## src/rtl/serial_capture_8.sv

```systemverilog
// serial_capture_8: serial-in/parallel-out word capture with valid/ack handoff (optional SERIAL_CAPTURE_PARITY_EN adds a parity guard bit and o_parity_err)
module serial_capture_8 #(
  parameter int WIDTH     = 8,
  parameter bit LSB_FIRST = 1'b1
) (
  input  logic             i_clk,
  input  logic             i_reset_n,
  input  logic             i_start,
  input  logic             i_shift_en,
  input  logic             i_bit_in,
  input  logic             i_word_ack,
  output logic [WIDTH-1:0] o_word_out,
  output logic             o_word_valid,
  output logic             o_busy,
  output logic [3:0]       o_count,
  output logic             o_overrun
`ifdef SERIAL_CAPTURE_PARITY_EN
  ,
  output logic             o_parity_err
`endif
);
  typedef enum logic [1:0] {IDLE, CAPTURE, GUARD} state_t;
  state_t           r_state, w_next;
  logic [WIDTH-1:0] r_shift, r_word, w_shift_next, w_word_new;
  logic [3:0]       r_count;
  logic             r_valid, r_overrun;
  logic             w_last_data, w_complete, w_load, w_drop;
  assign w_shift_next = LSB_FIRST ? {i_bit_in, r_shift[WIDTH-1:1]} : {r_shift[WIDTH-2:0], i_bit_in};
  assign w_last_data  = r_state == CAPTURE && i_shift_en && r_count == 4'(WIDTH - 1);
`ifdef SERIAL_CAPTURE_PARITY_EN
  localparam state_t AFTER_DATA = GUARD;
  logic r_parity_err, w_parity_new;
  assign w_complete   = r_state == GUARD && i_shift_en;
  assign w_word_new   = r_shift;
  assign w_parity_new = (^r_shift) ^ i_bit_in;
  assign o_parity_err = r_parity_err;
`else
  localparam state_t AFTER_DATA = IDLE;
  assign w_complete = w_last_data;
  assign w_word_new = w_shift_next;
`endif
  assign w_load       = w_complete && (!r_valid || i_word_ack);
  assign w_drop       = w_complete && r_valid && !i_word_ack;
  assign o_word_out   = r_word;
  assign o_word_valid = r_valid;
  assign o_busy       = r_state != IDLE;
  assign o_count      = r_count;
  assign o_overrun    = r_overrun;
  // FSM state register
  always_ff @(posedge i_clk or negedge i_reset_n) begin
    if (!i_reset_n) r_state <= IDLE;
    else            r_state <= w_next;
  end
  // Next state: arm on Start in IDLE, leave CAPTURE after the last data bit, leave GUARD on the parity bit
  always_comb begin
    w_next = r_state;
    if (r_state == IDLE && i_start) w_next = CAPTURE;
    else if (w_last_data)           w_next = AFTER_DATA;
    else if (w_complete)            w_next = IDLE;
  end
  // Shift register and bit counter; the count drops back to 0 on the completing bit
  always_ff @(posedge i_clk or negedge i_reset_n) begin
    if (!i_reset_n) begin
      r_shift <= '0;
      r_count <= '0;
    end else if (r_state == IDLE && i_start) begin
      r_shift <= '0;
      r_count <= '0;
    end else if (w_complete) begin
      r_count <= '0;
    end else if (r_state == CAPTURE && i_shift_en) begin
      r_shift <= w_shift_next;
      r_count <= r_count + 4'd1;
    end
  end
  // Output word handoff: load when the slot is free or being acked, otherwise drop and flag overrun
  always_ff @(posedge i_clk or negedge i_reset_n) begin
    if (!i_reset_n) begin
      r_word    <= '0;
      r_valid   <= 1'b0;
      r_overrun <= 1'b0;
`ifdef SERIAL_CAPTURE_PARITY_EN
      r_parity_err <= 1'b0;
`endif
    end else begin
      if (w_load) begin
        r_word  <= w_word_new;
        r_valid <= 1'b1;
`ifdef SERIAL_CAPTURE_PARITY_EN
        r_parity_err <= w_parity_new;
`endif
      end else if (i_word_ack) begin
        r_valid <= 1'b0;
      end
      if (w_drop) r_overrun <= 1'b1;
    end
  end
endmodule

```

## config.mk

```make
export PLATFORM = sky130hd
export DESIGN_NAME = serial_capture_8
export DESIGN_NICKNAME = d
export VERILOG_FILES = /design/src/rtl/serial_capture_8.sv
export SDC_FILE = /design/constraint.sdc
export NUM_CORES = 1
export LEC_CHECK = 0
export BUFFER_PORTS_ARGS = -buffer_cell sky130_fd_sc_hd__clkbuf_2
export CAP_MARGIN = 20
export CORE_ASPECT_RATIO = 1.25
export CORE_MARGIN = 1.5
export CORE_UTILIZATION = 45
export DETAILED_ROUTE_END_ITERATION = 12
export PLACE_DENSITY_LB_ADDON = 0.05
export SLEW_MARGIN = 20
export SYNTH_ARGS = -nofsm -noshare
export SYNTH_HDL_FRONTEND = slang
export SYNTH_SLANG_ARGS = --single-unit
```

## constraint.sdc

```tcl
create_clock -name i_clk -period 2 [get_ports i_clk]
set_clock_uncertainty 0.1 [all_clocks]
set_input_delay 0.4 -clock i_clk [delete_from_list [all_inputs] [get_ports i_clk]]
set_output_delay 0.4 -clock i_clk [all_outputs]
set_load 0.01 [all_outputs]
```

==> Word-level counts from Yosys, hierarchy flattened <==
Index checks and enable logic that the tools add are counted.
{ "totals": {"regBits": 24, "latch_bits": 0, "ramBits": 0, "rom_bits": 0, "word_cells": 36, "mem_count": 0} }
{ "classes": {"add_sub_neg": 1, "mul": 0, "n_div": 0, "n_lt_le_gt_ge": 0, "n_eq_ne": 3, "shift": 0, "muxes": 10, "n_bitwise": 0, "n_reduce_logical": 16} }
{ "op_table": {"columns": ["operator", "count"], "rows": [
  ["two-way mux 8 bit", 3],
  ["two-way mux 4 bit", 3],
  ["nonzero test 2 bit", 4],
  ["logical AND 1 bit", 6],
  ["adder 4 x 1 -> 4 bit, second input constant", 1],
  ["== test 4 x 3 -> 1 bit, second input constant", 1],
  ["two-way mux 2 bit", 2],
  ["nonzero test 3 bit", 1],
  ["== test 2 x 1 -> 1 bit, second input constant", 1],
  ["logical NOT 1 bit", 2],
  ["logical NOT 2 bit", 1],
  ["two-way mux 1 bit", 2],
  ["inequality test 2 x 1 -> 1 bit, second input constant", 1],
  ["AND reduction 2 bit", 1],
  ["logical OR 1 bit", 1]
]} }

==> Logic depth before layout (Yosys ltp) <==
Gate-level depths: netlist of run 1.
{ "depth": {"ltp_word": 5, "depth_mapped": 5, "depth_no_buf": 4} }

==> Worst setup path after synthesis of run 1 <==
OpenSTA, ideal clock, no wires.
{ "synth_timing": {"path_kind": "flip-flop to flip-flop", "start": "register r_count[1], in the netlist o_count[1]", "end": "register r_word[7], in the netlist o_word_out[7]", "setup_time_ns": 0.125, "arrival_time_ns": 1.482, "t_required_ns": 1.775, "slack_ns": 0.293, "stages_incl_launch_ff": 5, "n_path_buf": 0, "cell_sequence": "dfrtp_1 ha_1 nand3b_4 nor3_4 mux2_2"} }
{ "synth_between": {"elab_chain_len": 3} }
{ "synth_rtl": {"columns": ["item", "line", "source"], "rows": [
  ["start: declaration", "25", "logic [3:0] r_count;"],
  ["start signal: assignment", "73", "r_count <= r_count + 4'd1;"],
  ["== test 4 x 3 -> 1 bit", "29", "assign w_last_data = r_state == CAPTURE && i_shift_en && r_count == 4'(WIDTH - 1);"],
  ["logical AND 1 bit", "29", null],
  ["logical AND 1 bit", "42", "assign w_load = w_complete && (!r_valid || i_word_ack);"],
  ["end signal: assignment", "87", "r_word <= w_word_new;"],
  ["end: declaration", "24", "logic [WIDTH-1:0] r_shift, r_word, w_shift_next, w_word_new;"]
]} }
Every way passes these cells.
A chain may end at the register's enable or synchronous reset.

==> Worst setup path after layout of run 1 <==
{ "layout_timing": {"start": "register r_count[0], in the netlist o_count[0]", "end": "register r_word[0], in the netlist o_word_out[0]"} }
The elaborated chain is that of the path after synthesis.

==> metrics.md, run 1 <==
| Metric | Value |
|---|---|
| Area contributors post-synth | dfrtp_1 (57%), mux2_2 (11%), mux2i_1 (8.3%) |
| Critical Path RT | approximately 2100 ps |
| First drt pass iteration count | 10 |
| Fraction of registers with async set/reset | 100% |
| DRC | 2 |
| Post-DP Area | 1080 µm² |
| Max Clock Freq | ~540 MHz |
| Yosys cell types | 22 |
| Yosys warns | 0 |
| Count leader, synth | dfrtp_1 |
| Syn Nets | 85 |
| # port buffers | 20 |
| DR iter-0 viols | 12 |
| Root Buffer | clkbuf_4 |
| P&R area growth vs syn | 19.3% |
| Post-synth top area cell | dfrtp_1 |
| Setup bufs post-CTS | 0 |
| Post-Synthesis Cell Area | between 900 and 1000 µm² |
| Via/cell ratio | around 5.3 |
| Crit path capture type | flip-flop |
| Fin util | 57.2% |
| Number of enable flip-flop cells after synthesis | 0 |
| Post-synth top area share | roughly 57% |
| Grt total ovfl | 0 |
| Clk Latency, worst-skew pair | between 300 and 400 ps |
| Final hold violation count | 0 |
| Via count | about 650 |
| Clk slew on worst S/H paths | 130 ps |
| First-pass GRT wire length | roughly 2700 µm |
| Worst Tran Pin Value | roughly 550 ps |
| Initial Utilization | between 40% and 50% |
| Hpwl dp | 1150 µm |
| Nets | 110 |
| Post-CTS sizing | 0 |
| Max Cap Viol | 0 |
| Setup TNS | 0 ps |
| CTS tree | yes |
| Class of the worst hold path | primary input to flip-flop |
| Max FO, Critical Path | 8 |
| Post-Synthesis Cells | 78 |
| I/O Pins | 21 |
| Die ar. | 2420 µm² |
| Post-layout min period | about 1800 ps |
| Kind of start point of the critical path | flip-flop |
| Synth top cells by count | dfrtp_1 (22), mux2_2 (9), mux2i_1 (8), nand2_1 (8), inv_1 (7) |
| Final Wtd Congestion | 0.762 |
| Max VDD drop | 0.692 mV |
| TritonCTS Buffers | 3 |
| Final Cell Area | ~1100 µm² |
| Final worst path period share | roughly 92% |
| Routed wire length | 1640 µm |
| Clock sink count | 22 |
| Crit Path Class | flip-flop to flip-flop |
| Total power divided by cell area | ~1500 nW/µm² |
| CP Data Arrival Time | roughly 2000 ps |
| Vias in the first global route | 587 |
| Initial antenna violation count | 0 |
| Seq/Total Area, Yosys | 57.3% |
| Final setup vio count | 0 |
| Rel. slew slack | about 63% |
| Row Count | 18 |
| # fillers | approximately 170 |
| DR WL/cell | roughly 13 µm |
| Share of post-route cells with drive strength above 1 | 38.2% |
| Top FF cell, synth | dfrtp_1 |
| Status | finished, violations left |
| Die Wd | roughly 44 µm |
| Setup slack, reg-to-reg | 160 ps |
| Clk buf depth | 2 |
| N_diodes | 0 |
| Failing checks | design-rule violations |
| Core area | about 2000 µm² |
| RSZ-0062 raised after global routing | false |
| Final Max Slew Viols | 0 |
| Die height | ~55 µm |
| Synthesized area per cell | ~12 µm² |
| GRT Util Overall | around 16% |
| H-tree depth | 1 |
| Yosys reg bits | 22 |
| Largest net degree at the start of global routing | 23 |
| Lkg Pwr | roughly 0.64 nW |
| ANT nets after route | 0 |
## through the flow
stage / power [mW] / hold WS (ps) / std cells / worst slack, ps
floorplan: 1.16 / 4.41 / 78 / 293
detailed placement: 1.38 / 314 / 117 / 179
CTS: 1.72 / 191 / 122 / 143
global placement: 1.36 / 312 / 117 / 226
finish: 1.70 / 199 / 122 / 159
global route: 1.83 / 194 / 122 / 29.2
## worst paths after layout
kind	startpoint	to	depth (start not counted)
min reg2reg	o_overrun$_DFFE_PN0P_	o_overrun$_DFFE_PN0P_	1
max	o_count[0]$_DFFE_PN0P_	o_word_out[0]$_DFFE_PN0P_	4
min in group asynchronous	i_reset_n	o_count[2]$_DFFE_PN0P_	2
max in group asynchronous	i_reset_n	r_shift[1]$_DFFE_PN0P_	2
min	i_bit_in	r_shift[7]$_DFFE_PN0P_	3
max reg2reg	o_count[0]$_DFFE_PN0P_	o_word_out[0]$_DFFE_PN0P_	4
## layer usage
metal / global-route usage, % / vias up / part of all wire [%]
li1: - / 312 / -
met1: 19.9 / 314 / 47
met2: 27.0 / 21 / 46
met3: 1.98 / 4 / 4.8
met4: 7.58 / 0 / 1.9
met5: 0 / - / 0
## cell type report
| type | instances | area [µm²] | share of cell area [%] |
|---|---|---|---|
| clock buffers | 3 | 22.5 | 1.97 |
| well taps | 20 | 25.0 | 2.18 |
| clock inverters | 1 | 30.0 | 2.62 |
| inverters | 7 | 26.3 | 2.29 |
| flip-flops and latches | 22 | 551 | 48.0 |
| multi-input cells | 47 | 374 | 32.6 |
| repair buffers | 22 | 118 | 10.3 |
## state kept, by name (all words and copies together) (netlist names)
name and flops:
o_count 4, o_overrun 1, o_word_out 8, o_word_valid 1, r_shift 7, r_state 1
## power by group
| group | total, mW | internal, mW | leakage [nW] | switching (mW) |
|---|---|---|---|---|
| Sequential | 0.779 | 0.637 | 0.273 | 0.142 |
| Combinational | 0.579 | 0.296 | 0.337 | 0.282 |
| Clock | 0.341 | 0.203 | 0.0279 | 0.139 |
## critical path: stages, from the launching register on
cell and delay [ps]:
dfrtp_1 430, ha_1 270, nand3b_4 130, nor3_4 420, mux2_2 380
## cells in the final DEF (no fill, tap or decap)
master          n
clkbuf_2       20
nand2b_1        1
nand2_2         1
bufinv_16       1
mux2_2          9
nand3_2         1
dfrtp_1        22
buf_4           1
or2_2           1
nand2_1         8
nor3_4          1
o221ai_1        1
clkbuf_4        3
nand4_1         1
nand3b_4        1
dlygate4sd3_1   1
mux2i_1         8
nand3_1         2
a21boi_0        1
nor2b_1         1
ha_1            1
nor2_1          4
o21ai_0         3
inv_1           7
a21o_1          1
a22o_1          1
## kinds of logic after synthesis
family / Yosys count / synth area share, %
muxes: 17 / 18.9
and+or+nand+nor: 22 / 13.8
AOI/OAI and AO/OA: 7 / 4.95
DFF: 22 / 57.3
buffers and inverters: 9 / 3.78
adders and majority gates: 1 / 1.30
## what timing repair did
action                     in CTS  in global routing
setup endpoints to repair       0                  0
hold buffers                    1                  0
hold endpoints to repair       22                  0
Note: power is estimated with default switching activity, not from simulation.
==> run 2: changes to the inputs <==
Settings changed: ABC_AREA set to 1.
==> run 2 against run 1 <==
The run now ends clean; first-iteration DRC count grew 75%; synthesized cell count grew 37%; non-clock buffer count shrank 1; critical endpoint is now o_word_out[6]$_DFFE_PN0P_.
==> metrics.md, run 2 <==
| Metric | Value |
|---|---|
| Fraction of registers with async set/reset | 100% (unchanged) |
| CP Data Arrival Time | 1570 ps (-380 ps) |
| CTS tree | yes |
| Via count | 736 (+13%) |
| Tot Pwr | 1.55 mW (-8.8%) |
| Final worst path period share | 73.6% (-18 points) |
| Critical Path RT | 2100 ps (about the same) |
| # port buffers | 20 (unchanged) |
| TritonCTS Buffers | 3 (unchanged) |
| Yosys warns | 0 (unchanged) |
| # fillers | 199 (+16%) |
| Die Wd | 45.2 µm (+2.0%) |
| Clk buf depth | 2 (unchanged) |
| Largest register FFs | 8 (unchanged) |
| Status | complete, no violations |
| Clock sink count | 22 (unchanged) |
| Setup TNS | 0 ps (unchanged) |
| Vias in the first global route | 708 (+21%) |
| ANT nets after route | 0 (unchanged) |
| Post-layout min period | 1470 ps (-368 ps) |
| Clk Latency, worst-skew pair | 300 ps (about the same) |
| RSZ-0062 raised after global routing | false |
| Kind of start point of the critical path | flip-flop |
| N_diodes | 0 (unchanged) |
| WP buf/inv | 0 (unchanged) |
| Root Buffer | clkbuf_4 |
| Reg power frac | 48.2% (+2.3 points) |
| Slowest CP cell | dfrtp_1 |
| H-tree depth | 1 (unchanged) |
| Max Clock Freq | 679 MHz (+25%) |
| Clock power frac | 12.6% (-7.5 points) |
| Core area | 2050 µm² (+2.2%) |
| Lkg Pwr | 0.622 nW (-2.5%) |
| DR WL/cell | 10.8 µm (-19%) |
| Setup bufs post-CTS | 0 (unchanged) |
| Die height | 55.8 µm (+2.1%) |
| P_sw | 630 µW (+12%) |
| Final setup vio count | 0 (unchanged) |
| Total power divided by cell area | 1350 nW/µm² (-9.2%) |
| Synthesized area per cell | 9.38 µm² (-24%) |
| Final Wtd Congestion | 0.753 (-1.1%) |
| Post-synth top area cell | dfrtp_1 |
| Hpwl dp | 1270 µm (+11%) |
| Crit Path Class | flip-flop to flip-flop |
| Largest delay share family, worst path | simple AND/OR/NAND/NOR gates |
| Count leader, synth | nand2_1 |
| Max VDD drop | 0.703 mV (+1.5%) |
| Max FO, Critical Path | 16 (+8) |
| Top FF cell, synth | dfrtp_1 |
| Initial Utilization | 49.0% (+1.0 points) |
| Share of post-route cells with drive strength above 1 | 30.5% (-7.8 points) |
| Synth top cells by count | nand2_1 (32), dfrtp_1 (22), inv_1 (15), o21ai_2 (8), nand4_1 (7) |
| Worst Tran Pin Value | 539 ps (-13.7 ps) |
| Rel. slew slack | 64.1% (+0.91 points) |
| Largest net degree at the start of global routing | 23 (unchanged) |
| Clk slew on worst S/H paths | 110 ps (-20 ps) |
| Die ar. | 2520 µm² (+4.2%) |
| Final Max Slew Viols | 0 (unchanged) |
| Post-Synthesis Cell Area | 1000 µm² (+4.4%) |
| First drt pass iteration count | 4 (-6) |
| Post-Synthesis Cells | 107 (+37%) |
| GRT Util Overall | 15.7% (-0.087 points) |
| Max stage delay on crit path | 420 ps (about the same) |
| Routed wire length | 1710 µm (+4.3%) |
| Yosys cell types | 18 (-18%) |
| Number of enable flip-flop cells after synthesis | 0 (unchanged) |
| Post-synth top area share | 54.9% (-2.4 points) |
| Crit-path cells | ha_1 -> nand2_2 -> nor2_4 -> nand3_4 -> nand2_1 -> o21ai_2 |
| First-pass GRT wire length | 3040 µm (+13%) |
| Grt total ovfl | 0 (unchanged) |
| Class of the worst hold path | primary input to flip-flop |
| Sw frac | 40.7% (+7.5 points) |
| Initial antenna violation count | 0 (unchanged) |
| Final hold violation count | 0 (unchanged) |
| DRC | 0 (-2) |
| Area contributors post-synth | dfrtp_1 (55%), nand2_1 (12%), o21ai_2 (7.0%) |
| Max Cap Viol | 0 (unchanged) |
| P&R area growth vs syn | 14.7% |
| Commonest non-fill, non-tap cells in the layout | nand2_1 (32), dfrtp_1 (22), clkbuf_2 (20), inv_1 (15), o21ai_2 (8) |
| Commonest non-fill, non-tap cell in the layout | nand2_1 |
| Comb power frac | 39.2% (+5.1 points) |
| Syn Nets | 114 (+34%) |
| Via/cell ratio | 4.66 (-13%) |
| P_int | 919 µW (-19%) |
| I/O Pins | 21 (unchanged) |
| Row Count | 18 (unchanged) |
| DR iter-0 viols | 21 (+9) |
| Fin util | 56.2% (-1.0 points) |
| Seq/Total Area, Yosys | 54.9% (-2.4 points) |
| Nets | 137 (+25%) |
| Yosys reg bits | 22 (unchanged) |
| Crit path capture type | flip-flop |
run 2: cells by family after synthesis:
kind of cell	count (synthesis)	share of synthesized area, %
AO/OA/AOI/OAI	14	10.6
adder cells (fa/ha/maj)	1	1.25
buffers and inverters	18	7.85
flip-flops	22	54.9
AND/OR/NAND/NOR	52	25.4
run 2: final timing paths:
check,startpoint,end,slack [ps],cells after the start
max,o_count[0]$_DFFE_PN0P_,o_word_out[6]$_DFFE_PN0P_,530,6
min,i_bit_in,o_word_out[7]$_DFFE_PN0P_,240,3
max reg2reg,o_count[0]$_DFFE_PN0P_,o_word_out[6]$_DFFE_PN0P_,530,6
min reg2reg,r_shift[1]$_DFFE_PN0P_,r_shift[1]$_DFFE_PN0P_,380,2
max in group asynchronous,i_reset_n,o_count[3]$_DFFE_PN0P_,950,2
min in group asynchronous,i_reset_n,r_shift[5]$_DFFE_PN0P_,500,2
run 2: cell type report:
cell class                 instances  area [µm²]  area share [%]
tap                               30        37.5            3.26
sequential                        22         551            47.8
timing repair buffer              21         110            9.57
clock buffer                       3        22.5            1.96
inverter                          15        56.3            4.89
multi-input combinational         67         374            32.5
run 2: metal layers:
metal	up-vias	global-route usage, %	part of all wire (%)
met5	-	0	0
met4	0	6.30	1.9
met3	4	1.95	2.9
met2	16	25.1	48
met1	333	21.0	47
li1	383	-	-
run 2: per-stage QoR:
stage	cells	worst slack [ps]	instance area, µm²	hold slack [ps]
6_report	158	527	1150	237
3_3_place_gp	154	460	1120	304
5_1_grt	158	325	1150	230
2_1_floorplan	107	612	1000	4.41
3_5_place_dp	154	439	1120	317
4_1_cts	158	515	1150	235
run 2: power by group through the flow:
stage	logic (mW)	registers, mW	clock network (mW)
after floorplan	0.384	0.791	0
after global routing	0.701	0.774	0.219
after global placement	0.609	0.754	0
after detailed placement	0.617	0.759	0
final	0.607	0.747	0.195
after CTS	0.619	0.750	0.203
run 2: tightest hold or removal path, cell delays in order:
cell	delay, ps
clkbuf_2	100
inv_1	60
o21ai_2	50
run 2: repair_timing:
item | 4_1_cts | 5_1_grt
hold buffers | 1 | 0
endpoints found under the hold margin | 22 | 0
gates resized for setup | 0 | 0
setup endpoints to repair | 0 | 0
==> run 3: changes to the inputs <==
Clock period 2 ns to 1.37 ns, I/O delays scaled along.
==> run 3 against run 2 <==
The flow now finishes with violations (negative setup slack); critical path depth down 4; clock power up 84%; worst setup slack worse by 530 ps; non-clock buffer count up 5; routed wire length up 13%; utilization up 6.0 points; sequential cell count unchanged; sequential share of layout area down 4.5 points; critical path type is now flip-flop to output pin; largest power group unchanged.
==> metrics.md, run 3 (synthesis results as in run 2) <==
| Metric | Value |
|---|---|
| P_sw | 1.04 mW (+65%) |
| Rel. slew slack | 63.8% (-0.29 points) |
| Worst Tran Pin Value | 544 ps (+4.40 ps) |
| Commonest non-fill, non-tap cells in the layout | nand2_1 (24), dfrtp_1 (21), clkbuf_2 (20), inv_1 (13), nand2_2 (10) |
| Final worst path period share | 101% |
| Via/cell ratio | 4.72 (+1.2%) |
| Final hold violation count | 0 (unchanged) |
| Final Wtd Congestion | 0.750 (-0.46%) |
| Lkg Pwr | 0.672 nW (+8.0%) |
| DR iter-0 viols | 13 (-38%) |
| Routed wire length | 1930 µm (+13%) |
| Final setup margin | -7.44 ps (-535 ps) |
| Clk Latency, worst-skew pair | 310 ps (about the same) |
| Critical Path RT | 1000 ps (-1100 ps) |
| Crit Path Class | flip-flop to output pin |
| Post-layout min period | approximately 1400 ps |
| Clock power frac | 13.9% (+1.3 points) |
| Crit-path cells | buf_4 -> clkbuf_2 |
| Die ar. | 2520 µm² (unchanged) |
| CTS tree | yes |
| Comb power frac | 43.1% (+3.9 points) |
| Commonest non-fill, non-tap cell in the layout | nand2_1 |
| Kind of start point of the critical path | flip-flop |
| I/O Pins | 21 (unchanged) |
| Clock sink count | 22 (unchanged) |
| GRT Util Overall | 18.1% (+2.4 points) |
| Class of the worst hold path | primary input to flip-flop |
| # port buffers | 20 (unchanged) |
| First drt pass iteration count | 3 (-1) |
| WP buf/inv | 2 (+2) |
| Hpwl dp | 1320 µm (+3.5%) |
| Largest delay share family, worst path | flip-flops |
| Grt total ovfl | 0 (unchanged) |
| DRC | 0 (unchanged) |
| Share of post-route cells with drive strength above 1 | 43.0% (+12 points) |
| Nets | 143 (+4.4%) |
| Tot Pwr | 2.58 mW (+66%) |
| Core area | 2050 µm² (unchanged) |
| Reg power frac | 43.0% (-5.2 points) |
| Via count | 778 (+5.7%) |
| Fin util | 62.2% (+6.0 points) |
| Failing checks | negative setup slack |
| Max stage delay on crit path | 430 ps (about the same) |
| Root Buffer | clkbuf_4 |
| Largest register FFs | 8 (unchanged) |
| Clk slew on worst S/H paths | 120 ps (about the same) |
| Crit path capture type | output pin |
| Die height | 55.8 µm (unchanged) |
| H-tree depth | 1 (unchanged) |
| Sw frac | 40.4% (-0.24 points) |
| Max VDD drop | 1.32 mV (+88%) |
| Largest net degree at the start of global routing | 23 (unchanged) |
| N_diodes | 0 (unchanged) |
| DR WL/cell | 11.7 µm (+8.0%) |
| Final Max Slew Viols | 0 (unchanged) |
| Vias in the first global route | 743 (+4.9%) |
| Row Count | 18 (unchanged) |
| Clk buf depth | 2 (unchanged) |
| P&R area growth vs syn | 27.1% |
| Status | finished, violations left |
| Initial antenna violation count | 0 (unchanged) |
| RSZ-0062 raised after global routing | true |
| TritonCTS Buffers | 3 (unchanged) |
| Slowest CP cell | dfrtp_1 |
| Final setup vio count | 4 (+4) |
| First-pass GRT wire length | 3370 µm (+11%) |
| Initial Utilization | 49.0% (unchanged) |
| Max Clock Freq | 726 MHz |
| P_int | 1.53 mW (+67%) |
| Total power divided by cell area | 2020 nW/µm² (+50%) |
| CP Data Arrival Time | 1000 ps (-570 ps) |
| Max Cap Viol | 0 (unchanged) |
| Max FO, Critical Path | 2 (-14) |
| ANT nets after route | 0 (unchanged) |
| Die Wd | 45.2 µm (unchanged) |
[run 3: metrics by stage]
stage          instance area (µm²)  std cells  hold WS, ps  setup TNS (ps)  setup WS, ps
2_1_floorplan                 1010        107         -122           -27.1         -13.5
3_3_place_gp                  1160        159          183               0          18.6
3_5_place_dp                  1160        159          193           -25.7         -8.96
4_1_cts                       1220        165         80.5           -67.4         -11.6
5_1_grt                       1270        165         89.7           -1070         -83.3
6_report                      1270        165         88.9           -22.2         -7.44
[run 3: what timing repair did]
item / in CTS / in global routing
cloned: 1 / 0
resized for setup: 1 / 17
hold buffers: 1 / 0
buffers inserted: 1 / 0
setup endpoints to repair: 9 / 24
hold endpoints to repair: 22 / 0
pin swaps: 0 / 7
[run 3: layout make-up]
class                      instances  area (µm²)
inverter                          15        58.8
sequential                        22         552
timing repair buffer              26         148
multi-input combinational         68         443
tap                               30        37.5
fill                             192         774
clock buffer                       4        36.3
[run 3: worst reg2reg max path, cell delays in order, from the launching register on]
cell	delay [ps]
dfrtp_1	410
ha_4	170
nand2_4	60
nor2_4	200
nand3_4	170
nand2_1	110
o21ai_2	50
[run 3: power by group through the flow]
stage	Clock, mW	Sequential (mW)	Combinational, mW
after global placement	0	1.07	0.994
after detailed placement	0	1.08	1.02
final	0.358	1.11	1.11
after global routing	0.412	1.15	1.26
after CTS	0.376	1.08	1.03
after floorplan	0	1.16	0.564
[run 3: final timing paths]
path | from | to | slack [ps] | depth (start not counted)
worst max-delay path | o_count[1]$_DFFE_PN0P_ | o_count[1] | -7 | 2
min in group asynchronous | i_reset_n | o_word_out[4]$_DFFE_PN0P_ | 360 | 2
max in group asynchronous | i_reset_n | o_count[2]$_DFFE_PN0P_ | 420 | 2
worst max register to register | o_count[1]$_DFFE_PN0P_ | o_word_out[2]$_DFFE_PN0P_ | -7 | 6
worst min-delay path | i_bit_in | o_word_out[7]$_DFFE_PN0P_ | 90 | 3
worst min register to register | o_overrun$_DFFE_PN0P_ | o_overrun$_DFFE_PN0P_ | 390 | 1
[run 3: layer usage]
metal / part of all wire [%] / GRT usage (%) / wire length [µm] / up-vias
li1: - / - / - / 397
met3: 2.6 / 2.92 / 51 / 4
met5: 0 / 0 / 0 / -
met1: 46 / 24.8 / 887 / 362
met4: 1.7 / 6.30 / 33 / 0
met2: 50 / 28.4 / 958 / 15
